<file path="config.mk">
export PLATFORM = sky130hd
export DESIGN_NAME = signmag_seg_display
export DESIGN_NICKNAME = d
export VERILOG_FILES = /design/src/rtl/signmag_seg_display.sv
export SDC_FILE = /design/constraint.sdc
export NUM_CORES = 1
export LEC_CHECK = 0
export ABC_AREA = 1
export BUFFER_PORTS_ARGS = -buffer_cell sky130_fd_sc_hd__buf_4
export CORE_MARGIN = 4
export CORE_UTILIZATION = 56
export DETAILED_ROUTE_END_ITERATION = 16
export GPL_TIMING_DRIVEN = 0
export PLACE_DENSITY = 0.74
export SYNTH_ARGS = -nofsm -noshare
export SYNTH_HDL_FRONTEND = slang
export SYNTH_SLANG_ARGS = --single-unit
</file>
<file path="constraint.sdc">
create_clock -name clk -period 1.9 [get_ports clk]
set_clock_uncertainty 0.2 [all_clocks]
set_input_delay 0.57 -clock clk [delete_from_list [all_inputs] [get_ports clk]]
set_output_delay 0.57 -clock clk [all_outputs]
set_load 0.005 [all_outputs]
</file>
<file path="src/rtl/signmag_seg_display.sv">
// rtl/signmag_seg_display.sv - sign-magnitude to BCD, 4-digit multiplexed 7-seg driver (option: LEADING_ZERO_BLANK_EN)
`timescale 1ns/1ps

module signmag_seg_display #(
    parameter int SCAN_DIV = 50000
) (
    input  logic       clk,
    input  logic       rst_n,
    input  logic       start,
    input  logic [8:0] value,
    output logic       busy,
    output logic       done,
    output logic [6:0] seg,
    output logic [3:0] an
);

    localparam int DIV_W = $clog2(SCAN_DIV);
    localparam logic [DIV_W-1:0] DIV_LAST = DIV_W'(SCAN_DIV - 1);

    localparam logic [6:0] SEG_BLANK = 7'b1111111;
    localparam logic [6:0] SEG_MINUS = 7'b0111111;

    typedef enum logic [1:0] {
        ST_IDLE,
        ST_CONV,
        ST_LOAD
    } state_t;

    state_t     state;
    logic [7:0] mag_sr;
    logic [11:0] bcd_sr;
    logic [11:0] bcd_adj;
    logic [2:0] iter;
    logic       sign_q;

    logic       disp_sign;
    logic [3:0] disp_h;
    logic [3:0] disp_t;
    logic [3:0] disp_o;

    logic [DIV_W-1:0] div_cnt;
    logic [1:0]       idx;
    logic [6:0]       digit_seg;
    logic             blank_h;
    logic             blank_t;

    function automatic logic [3:0] add3(input logic [3:0] n);
        return (n >= 4'd5) ? n + 4'd3 : n;
    endfunction

    function automatic logic [6:0] seg_of(input logic [3:0] d);
        case (d)
            4'd0:    seg_of = 7'b1000000;
            4'd1:    seg_of = 7'b1111001;
            4'd2:    seg_of = 7'b0100100;
            4'd3:    seg_of = 7'b0110000;
            4'd4:    seg_of = 7'b0011001;
            4'd5:    seg_of = 7'b0010010;
            4'd6:    seg_of = 7'b0000010;
            4'd7:    seg_of = 7'b1111000;
            4'd8:    seg_of = 7'b0000000;
            4'd9:    seg_of = 7'b0010000;
            default: seg_of = SEG_BLANK;
        endcase
    endfunction

    always_comb begin
        bcd_adj = {add3(bcd_sr[11:8]), add3(bcd_sr[7:4]), add3(bcd_sr[3:0])};
    end

    // Sign is normalised at latch time so that -0 can never reach the display.
    always_ff @(posedge clk or negedge rst_n) begin
        if (!rst_n) begin
            state     <= ST_IDLE;
            busy      <= 1'b0;
            done      <= 1'b0;
            mag_sr    <= '0;
            bcd_sr    <= '0;
            iter      <= '0;
            sign_q    <= 1'b0;
            disp_sign <= 1'b0;
            disp_h    <= '0;
            disp_t    <= '0;
            disp_o    <= '0;
        end else begin
            done <= 1'b0;
            case (state)
                ST_IDLE: begin
                    if (start) begin
                        mag_sr <= value[7:0];
                        sign_q <= value[8] & (|value[7:0]);
                        bcd_sr <= '0;
                        iter   <= '0;
                        busy   <= 1'b1;
                        state  <= ST_CONV;
                    end
                end
                ST_CONV: begin
                    {bcd_sr, mag_sr} <= {bcd_adj, mag_sr} << 1;
                    iter <= iter + 3'd1;
                    if (iter == 3'd7) begin
                        state <= ST_LOAD;
                    end
                end
                ST_LOAD: begin
                    disp_h    <= bcd_sr[11:8];
                    disp_t    <= bcd_sr[7:4];
                    disp_o    <= bcd_sr[3:0];
                    disp_sign <= sign_q;
                    done      <= 1'b1;
                    busy      <= 1'b0;
                    state     <= ST_IDLE;
                end
                default: begin
                    busy  <= 1'b0;
                    state <= ST_IDLE;
                end
            endcase
        end
    end

    always_comb begin
`ifdef LEADING_ZERO_BLANK_EN
        blank_h = (disp_h == 4'd0);
        blank_t = (disp_h == 4'd0) && (disp_t == 4'd0);
`else
        blank_h = 1'b0;
        blank_t = 1'b0;
`endif
    end

    always_comb begin
        digit_seg = SEG_BLANK;
        case (idx)
            2'd0: digit_seg = seg_of(disp_o);
            2'd1: digit_seg = blank_t ? SEG_BLANK : seg_of(disp_t);
            2'd2: digit_seg = blank_h ? SEG_BLANK : seg_of(disp_h);
            2'd3: digit_seg = disp_sign ? SEG_MINUS : SEG_BLANK;
            default: digit_seg = SEG_BLANK;
        endcase
    end

    // an/seg are registered from idx, so they trail the index by one cycle
    // but each digit still stays lit for exactly SCAN_DIV cycles.
    always_ff @(posedge clk or negedge rst_n) begin
        if (!rst_n) begin
            div_cnt <= '0;
            idx     <= '0;
            seg     <= SEG_BLANK;
            an      <= 4'b1111;
        end else begin
            if (div_cnt == DIV_LAST) begin
                div_cnt <= '0;
                idx     <= idx + 2'd1;
            end else begin
                div_cnt <= div_cnt + DIV_W'(1);
            end
            an  <= ~(4'b0001 << idx);
            seg <= digit_seg;
        end
    end

endmodule

</file>
[Word level (Yosys, flattened, before mapping)]
Memory sizes are Yosys's and may differ from the RTL's.
Cells that the tools add are included.
Word-level totals
  input port bits: 12
  memories kept: 3
  logic and storage cells: 66
  bits in read-only memories: 336
  output and inout bits: 13
  bits in registers: 70
Cells by class
  reductions and logical operators: 8
  $lt $le $gt $ge: 3
  equality and inequality tests: 9
  bitwise gates (word level): 3
  mux-type cells: 18
  shift operators: 1
  add/sub/neg operators: 6
Memories
  (no name shown): words 16, width 7, rd ports 1, clocked after Yosys merged registers in 0, wr ports 0, RTL line 52  | case (d)
  (no name shown): words 16, width 7, rd ports 1, clocked after Yosys merged registers in 0, wr ports 0, RTL line 52
  (no name shown): words 16, width 7, rd ports 1, clocked after Yosys merged registers in 0, wr ports 0, RTL line 52
Operators by type and width (number)
  $pmux 7 s4: 1
  $pmux 12 s2: 1
  $add 16x1->16 const B: 1
  $eq 16x16->1 const B: 1
  $mux 16: 1
  $pmux 8 s2: 1
  $ge 4x3->1 const B: 3
  $mux 12: 1
  $add 4x2->4 const B: 2
  $mux 4: 2
  $mux 8: 1
  $reduce_and 2->1: 4
  $reduce_or 8->1: 1
  $mux 7: 1
  $eq 2x2->1 const B: 3
  $mux 3: 2
  $pmux 3 s2: 1
  $eq 2x1->1 const B: 2
  $logic_not 2->1: 2
  $mux 2: 2
  $ne 2x2->1 const B: 2
  $not 4->4: 1
  $pmux 2 s2: 1
  $shl 1x2->4 const A: 1
  other kinds (9): 10

[Depth between registers and ports, before layout]
Gate-level depths: netlist of run 1.
  depth in word-level cells: 3
  mapped depth: 10
  depth with buffers taken out: 10

[Worst setup path before layout of run 1]
No wires, ideal clock.
  kind: reg-to-reg
  start point: register idx[0]
  end point: register seg[6]
  path buffers: 0
  data arrival time: 1226 ps
  period minus slack after synthesis: 1485 ps
  cell stages (with the launch flop): 9
  required time: 1642 ps
  path slack: 415 ps
  library setup time: 58 ps
  cells stage by stage: dfrtp_1 inv_1 ha_1 inv_1 a21oi_1 nand2_1 nand3_1 nand2_1 inv_1
Between the ends
  longest elaborated chain between the ends: 2
  elaborated cells on any way between the ends: 5
  those cells by class: eq/ne (3); mux (1); reduce/logical (1)
Ends and longest elaborated chain
  from (decl): RTL line 42  | logic [1:0] idx;
  from (signal assigned): RTL line 154  | idx <= idx + 2'd1;
  $eq 2x2->1, or another cell as far along: RTL line 134  | case (idx)
  $pmux 7 s4 *: RTL line 134
  net digit_seg[6]: RTL line 43  | logic [6:0] digit_seg;
  to (signal assigned): RTL line 159  | seg <= digit_seg;
  to (decl): RTL line 13  | output logic [6:0] seg,
The timed path passes the listed nets; every way through them passes the cells marked *.
A chain may end at the register's enable or synchronous reset.

[Worst setup path in the final report of run 1]
  start point: register an[0]
  end point: output an[0]
RTL lines
  from (decl): RTL line 14  | output logic [3:0] an
  from (signal assigned): RTL line 158  | an <= ~(4'b0001 << idx);
No word-level cell between the ends.

==> metrics.csv, run 1 <==
metric;value;unit
critical_path_class;reg -> out;
drive_above_1_share;0.1391;
grt_usage;0.1827;
synth-adder-area-share;0.09895;
coreArea;0.006794;sq mm
synth_xor_area_frac;0.02234;
rows;30;
synth.area.mux_share;0.002873;
dpl.hpwl;5.163;mm
cts.clk_slew.worst_paths;0.07;ns
finalSetupViolCount;0;
ys_types;28;
p_leak;0.002246;uW
slowest_delay;0.52;ns
hold_buffers;0;
fin_tns_setup;0;ns
globalplace.congestion;0.8747;
worstPathMaxFanout;1;
critPathRequiredTime;1.13;ns
status;completed;
rsz0062_at_grt;no;
dr.pass1.iters;5;
netlist_area;0.003920;sq mm
synth_top_family_by_area;simple AND/OR/NAND/NOR gates;
start_kind;flop;
antenna_found_initial;0;
synth-edff-count;0;
syn_avg_cell_area;7.968;sq um
dieArea;0.008402;sq mm
drt-initial-drc-count;152;
hold_viol_final;0;
clkLatencyLatePin;0.34;ns
hold_ws;0.1337;ns
post-cts-setup-buffer-count;0;
ios;25;
crit_chain;buf_4;
grt_overflow;0;
grt_pass1_vias;2828;
slew_headroom;0.4340;
reg2reg_depth;8;
ctsHtreeMaxLevel;3;
cts-resized-gates;0;
via_per_inst;4.882;
fillCellCount;597;
synth_nets;535;
die_width;91.67;um
seq_area_frac_synth;0.4504;
drv_cap;0;
hold_class;in -> async;
n_antenna_cell;0;
cts_buffers;9;
drc;0;
fin_crit_sh;0.9049;
max-clock-path-buffers;2;
yosys_register_bits;70;
synth_compound_area_frac;0.09512;
finalMaxSlewViolations;0;
start_util;0.5770;
nets;570;
ctsRootBufferMaster;clkbuf_8;
grt_start_max_net_pins;71;
ant_nets;0;
vias;3066;
tightest_slew;0.8489;ns
worstPathArrival;0.95;ns
avgRoutedWirePerCell;11.45;um
routed_wl;7.190;mm
vdd_drop_max;0.7834;mV
powerDensity;1375;mW/mm^2
fmax;581.6;MHz
cts_tree;yes;
yosys.area_share.simple;0.2534;
syn-instance-count;492;
r2r_start;div_cnt[0];
cts.sinks;70;
area_delta_synth_final;12.99;%
grt_pass1_wl;12.52;mm
crit_buf_inv;1;
r2r-end;div_cnt[10];
crit_family;flip-flops;
port_buffers;24;
crit_path_end_kind;output pin;
ys.flop_type;dfrtp_1;
fp.dieH;91.67;um
yosys_warnings;0;
cp_slowest_cell;dfstp_2;
period_minus_slack;1.719;ns
r2r_slack;0.20;ns
synthArstFlopShare;1.000;
Yosys cell counts (3+ instances only):
| master | count | area, sq um |
|---|---|---|
| a21oi_1 | 8 | 40.04 |
| buf_2 | 4 | 20.02 |
| dfrtp_1 | 59 | 1476 |
| dfstp_2 | 11 | 289.0 |
| ha_1 | 31 | 387.9 |
| inv_1 | 69 | 259.0 |
| nand2_1 | 144 | 540.5 |
| nand2_2 | 3 | 18.77 |
| nand3_1 | 31 | 155.2 |
| nor2_1 | 44 | 165.2 |
| nor3_1 | 3 | 15.01 |
| o211ai_1 | 6 | 45.04 |
| o21ai_0 | 32 | 160.2 |
| o21ai_1 | 8 | 40.04 |
| o22ai_1 | 7 | 43.79 |
| or2_2 | 5 | 31.28 |
| xor2_1 | 10 | 87.58 |
state kept, by name, indices dropped and copies added (netlist names):
register	flops
seg	7
disp_o	4
busy	1
bcd_sr	12
disp_t	4
disp_h	4
idx	2
an	4
disp_sign	1
done	1
iter	3
mag_sr	8
sign_q	1
div_cnt	16
state	2
placed cells by master (no fill, tap or decap), drive strengths merged:
| cell type | Yosys | layout |
|---|---|---|
| o21ai | 40 | 40 |
| clkinvlp | 0 | 1 |
| inv | 71 | 71 |
| or2 | 5 | 5 |
| mux2 | 1 | 1 |
| clkinv | 0 | 1 |
| clkbuf | 0 | 13 |
| bufinv | 0 | 1 |
| nor2 | 48 | 48 |
| xor2 | 10 | 10 |
| dfstp | 11 | 11 |
| nand4 | 3 | 3 |
| ha | 31 | 31 |
| o211ai | 6 | 6 |
| a21boi | 1 | 1 |
| o22ai | 7 | 7 |
| nor3 | 3 | 3 |
| buf | 6 | 30 |
| dfrtp | 59 | 59 |
| o21bai | 1 | 1 |
| nand3b | 1 | 1 |
| nand2 | 147 | 147 |
| a22o | 2 | 2 |
| nand3 | 31 | 31 |
| a21oi | 8 | 8 |
cells by family (layout without fill, tap and decap cells):
| family | Yosys count | count (layout) |
|---|---|---|
| buffers and inverters | 77 | 117 |
| AOI/OAI and AO/OA | 65 | 65 |
| and+or+nand+nor | 238 | 238 |
| xor gates and xnor gates | 10 | 10 |
| adders and majority gates | 31 | 31 |
| DFF | 70 | 70 |
| muxes | 1 | 1 |
area by class of cell:
cell class	instances	area, sq um	area share
clock inverter	3	42.54	0.009605
buffer	6	35.03	0.007910
timing repair buffer	24	180.2	0.04068
inverter	71	266.5	0.06017
tap	96	120.1	0.02712
clock buffer	13	158.9	0.03588
sequential	70	1765	0.3986
multi-input combinational	345	1861	0.4201
through the flow:
step                      worst slack, ns  total power (uW)  instances  instance area [sq um]  utilization
after CTS                          0.1400              6118        628                   4422       0.6508
after global placement             0.2021              4806        612                   4220       0.6212
final                              0.1807              6091        628                   4429       0.6519
after global routing              0.06093              6671        628                   4429       0.6519
after floorplan                    0.4154              4200        492                   3920            -
after detailed placement           0.1779              4887        612                   4220       0.6212
worst max-delay path by stage:
| stage | cells after the start | end | startpoint | slack, ns |
|---|---|---|---|---|
| 6_report | 1 | an[0] | an[0] | 0.18 |
| 5_1_grt | 6 | idx[1] | div_cnt[0] | 0.06 |
| 4_1_cts | 8 | seg[2] | idx[0] | 0.14 |
| 3_5_place_dp | 8 | seg[6] | idx[0] | 0.18 |
| 3_3_place_gp | 8 | seg[6] | idx[0] | 0.20 |
| 2_1_floorplan | 8 | seg[6] | idx[0] | 0.42 |
where the power goes:
group,leakage [uW],switching (uW),internal (uW),total [uW]
Sequential,0.000860,372,2020,2400
Clock,0.0000996,539,677,1220
Combinational,0.00129,1480,997,2480
Total,0.00225,2390,3700,6090
layer usage:
metal / track usage / up-vias / routed length, um
met5: 0 / - / 0
met4: 0.05653 / 0 / 110
li1: - / 1611 / -
met1: 0.2483 / 1394 / 3528
met3: 0.04348 / 9 / 281
met2: 0.2897 / 52 / 3270
Power figures use the tool's default switching activity.
==> run 2: changes to the inputs <==
--- a/config.mk
+++ b/config.mk
@@ -11,7 +11,9 @@
 export CORE_UTILIZATION = 56
 export DETAILED_ROUTE_END_ITERATION = 16
 export GPL_TIMING_DRIVEN = 0
+export MAX_ROUTING_LAYER = met4
 export PLACE_DENSITY = 0.74
+export RECOVER_POWER = 50
 export SYNTH_ARGS = -nofsm -noshare
 export SYNTH_HDL_FRONTEND = slang
 export SYNTH_SLANG_ARGS = --single-unit
==> metrics.csv, run 2 (same netlist as run 1, synthesis figures left out) <==
metric;value;unit
reg2reg_depth;8;
coreArea;0.006794;sq mm
clkLatencyLatePin;0.34;ns
start_util;0.5770;
r2r-end;div_cnt[10];
vias;3046;
ant_nets;0;
antenna_found_initial;0;
vdd_drop_max;0.7858;mV
dpl.hpwl;5.163;mm
grt_overflow;0;
cts_buffers;9;
fin_crit_sh;0.9063;
reg.largest.list;div_cnt x16, bcd_sr x12, mag_sr x8;
routed_wl;7.192;mm
seq_power_share;0.394;
final_common_cell;nand2_1;
drt-initial-drc-count;146;
drc;0;
hold_ws;0.1904;ns
final_cell_mix;144 x nand2_1, 69 x inv_1, 59 x dfrtp_1;
dpl_worst_slack;0.1779;ns
finalSetupViolCount;0;
r2r_start;div_cnt[0];
dieArea;0.008402;sq mm
hold_viol_final;0;
pwr-share-comb;0.407;
sw_frac_of_total;0.3926;
avgRoutedWirePerCell;11.45;um
drv_cap;0;
largest_reg_flops;16;
cts.clk_slew.worst_paths;0.07;ns
area_delta_synth_final;12.99;%
final_cell_area;0.004429;sq mm
status;completed;
die_width;91.67;um
rows;30;
dr.pass1.iters;4;
crit_path_end_kind;output pin;
startpoint;an[0];
post_dp_cell_area;0.004220;sq mm
post-cts-setup-buffer-count;0;
tightest_slew;0.9180;ns
n_antenna_cell;0;
finalMaxSlewViolations;0;
hold_class;in -> async;
ctsRootBufferMaster;clkbuf_8;
power.switching;2389;uW
grt_pass1_vias;2818;
grt_pass1_wl;12.51;mm
cts_tree;yes;
p_leak;0.002246;uW
fmax;580.7;MHz
max-clock-path-buffers;2;
critical_path_class;reg -> out;
globalplace.congestion;0.8891;
rsz0062_at_grt;no;
crit_family;flip-flops;
ios;25;
intPower;3697;uW
crit_chain;buf_4;
start_kind;flop;
critPathRequiredTime;1.13;ns
fin_tns_setup;0;ns
period_minus_slack;1.722;ns
stdcell_count;628;
grt_usage;0.1874;
grt_start_max_net_pins;71;
cts.sinks;70;
worstPathMaxFanout;1;
setup_ws;0.1780;ns
p_clk_frac;0.199;
placed_cells;612;
worstPathArrival;0.95;ns
cp_slowest_cell;dfstp_2;
crit_buf_inv;1;
via_per_inst;4.850;
powerDensity;1374;mW/mm^2
nets;570;
slew_headroom;0.3880;
slowest_delay;0.52;ns
regMostFlops;div_cnt;
drive_above_1_share;0.1391;
fp.dieH;91.67;um
ctsHtreeMaxLevel;3;
r2r_slack;0.20;ns
port_buffers;24;
==> run 2: changes by cell type in the layout (fill, tap and decap cells not counted), sizes merged <==
cell    before  now
clkbuf      13   14
buf         30   29
==> run 2: layout make-up <==
| type | count | area [sq um] |
|---|---|---|
| Buffer | 6 | 35.03 |
| Clock buffer | 13 | 158.9 |
| Clock inverter | 3 | 42.54 |
| Fill cell | 597 | 2365 |
| Inverter | 71 | 266.5 |
| Multi-Input combinational cell | 345 | 1861 |
| Sequential cell | 70 | 1765 |
| Tap cell | 96 | 120.1 |
| Timing Repair Buffer | 24 | 180.2 |
==> run 2: worst max path at each step <==
stage | endpoint | slack (ns) | cells after the start
detailed placement | seg[6] | 0.18 | 8
finish | an[0] | 0.18 | 1
CTS | seg[2] | 0.14 | 8
floorplan | seg[6] | 0.42 | 8
global placement | seg[6] | 0.20 | 8
global route | idx[1] | 0.06 | 6
==> run 2: routing by layer <==
layer / part of all wire / GRT usage
met5: 0 / -
met4: 0.015 / 0.05653
met3: 0.040 / 0.04348
met2: 0.45 / 0.2891
met1: 0.49 / 0.2477
==> run 2: through the flow <==
stage	total power, uW	utilization
2_1_floorplan	4200	-
3_3_place_gp	4806	0.6212
3_5_place_dp	4887	0.6212
4_1_cts	6118	0.6508
5_1_grt	6670	0.6519
6_report	6087	0.6519
==> run 2: power by group through the flow <==
stage / Sequential [uW] / Combinational, uW / Clock, uW
after floorplan: 2340 / 1860 / 0
after global placement: 2400 / 2410 / 0
after detailed placement: 2410 / 2470 / 0
after CTS: 2390 / 2490 / 1240
after global routing: 2480 / 2880 / 1310
final: 2400 / 2480 / 1210
==> run 2: repair_timing <==
action                     4_1_cts  5_1_grt
hold buffers                     0        0
gates resized for setup          0        2
setup endpoints to repair        0        3
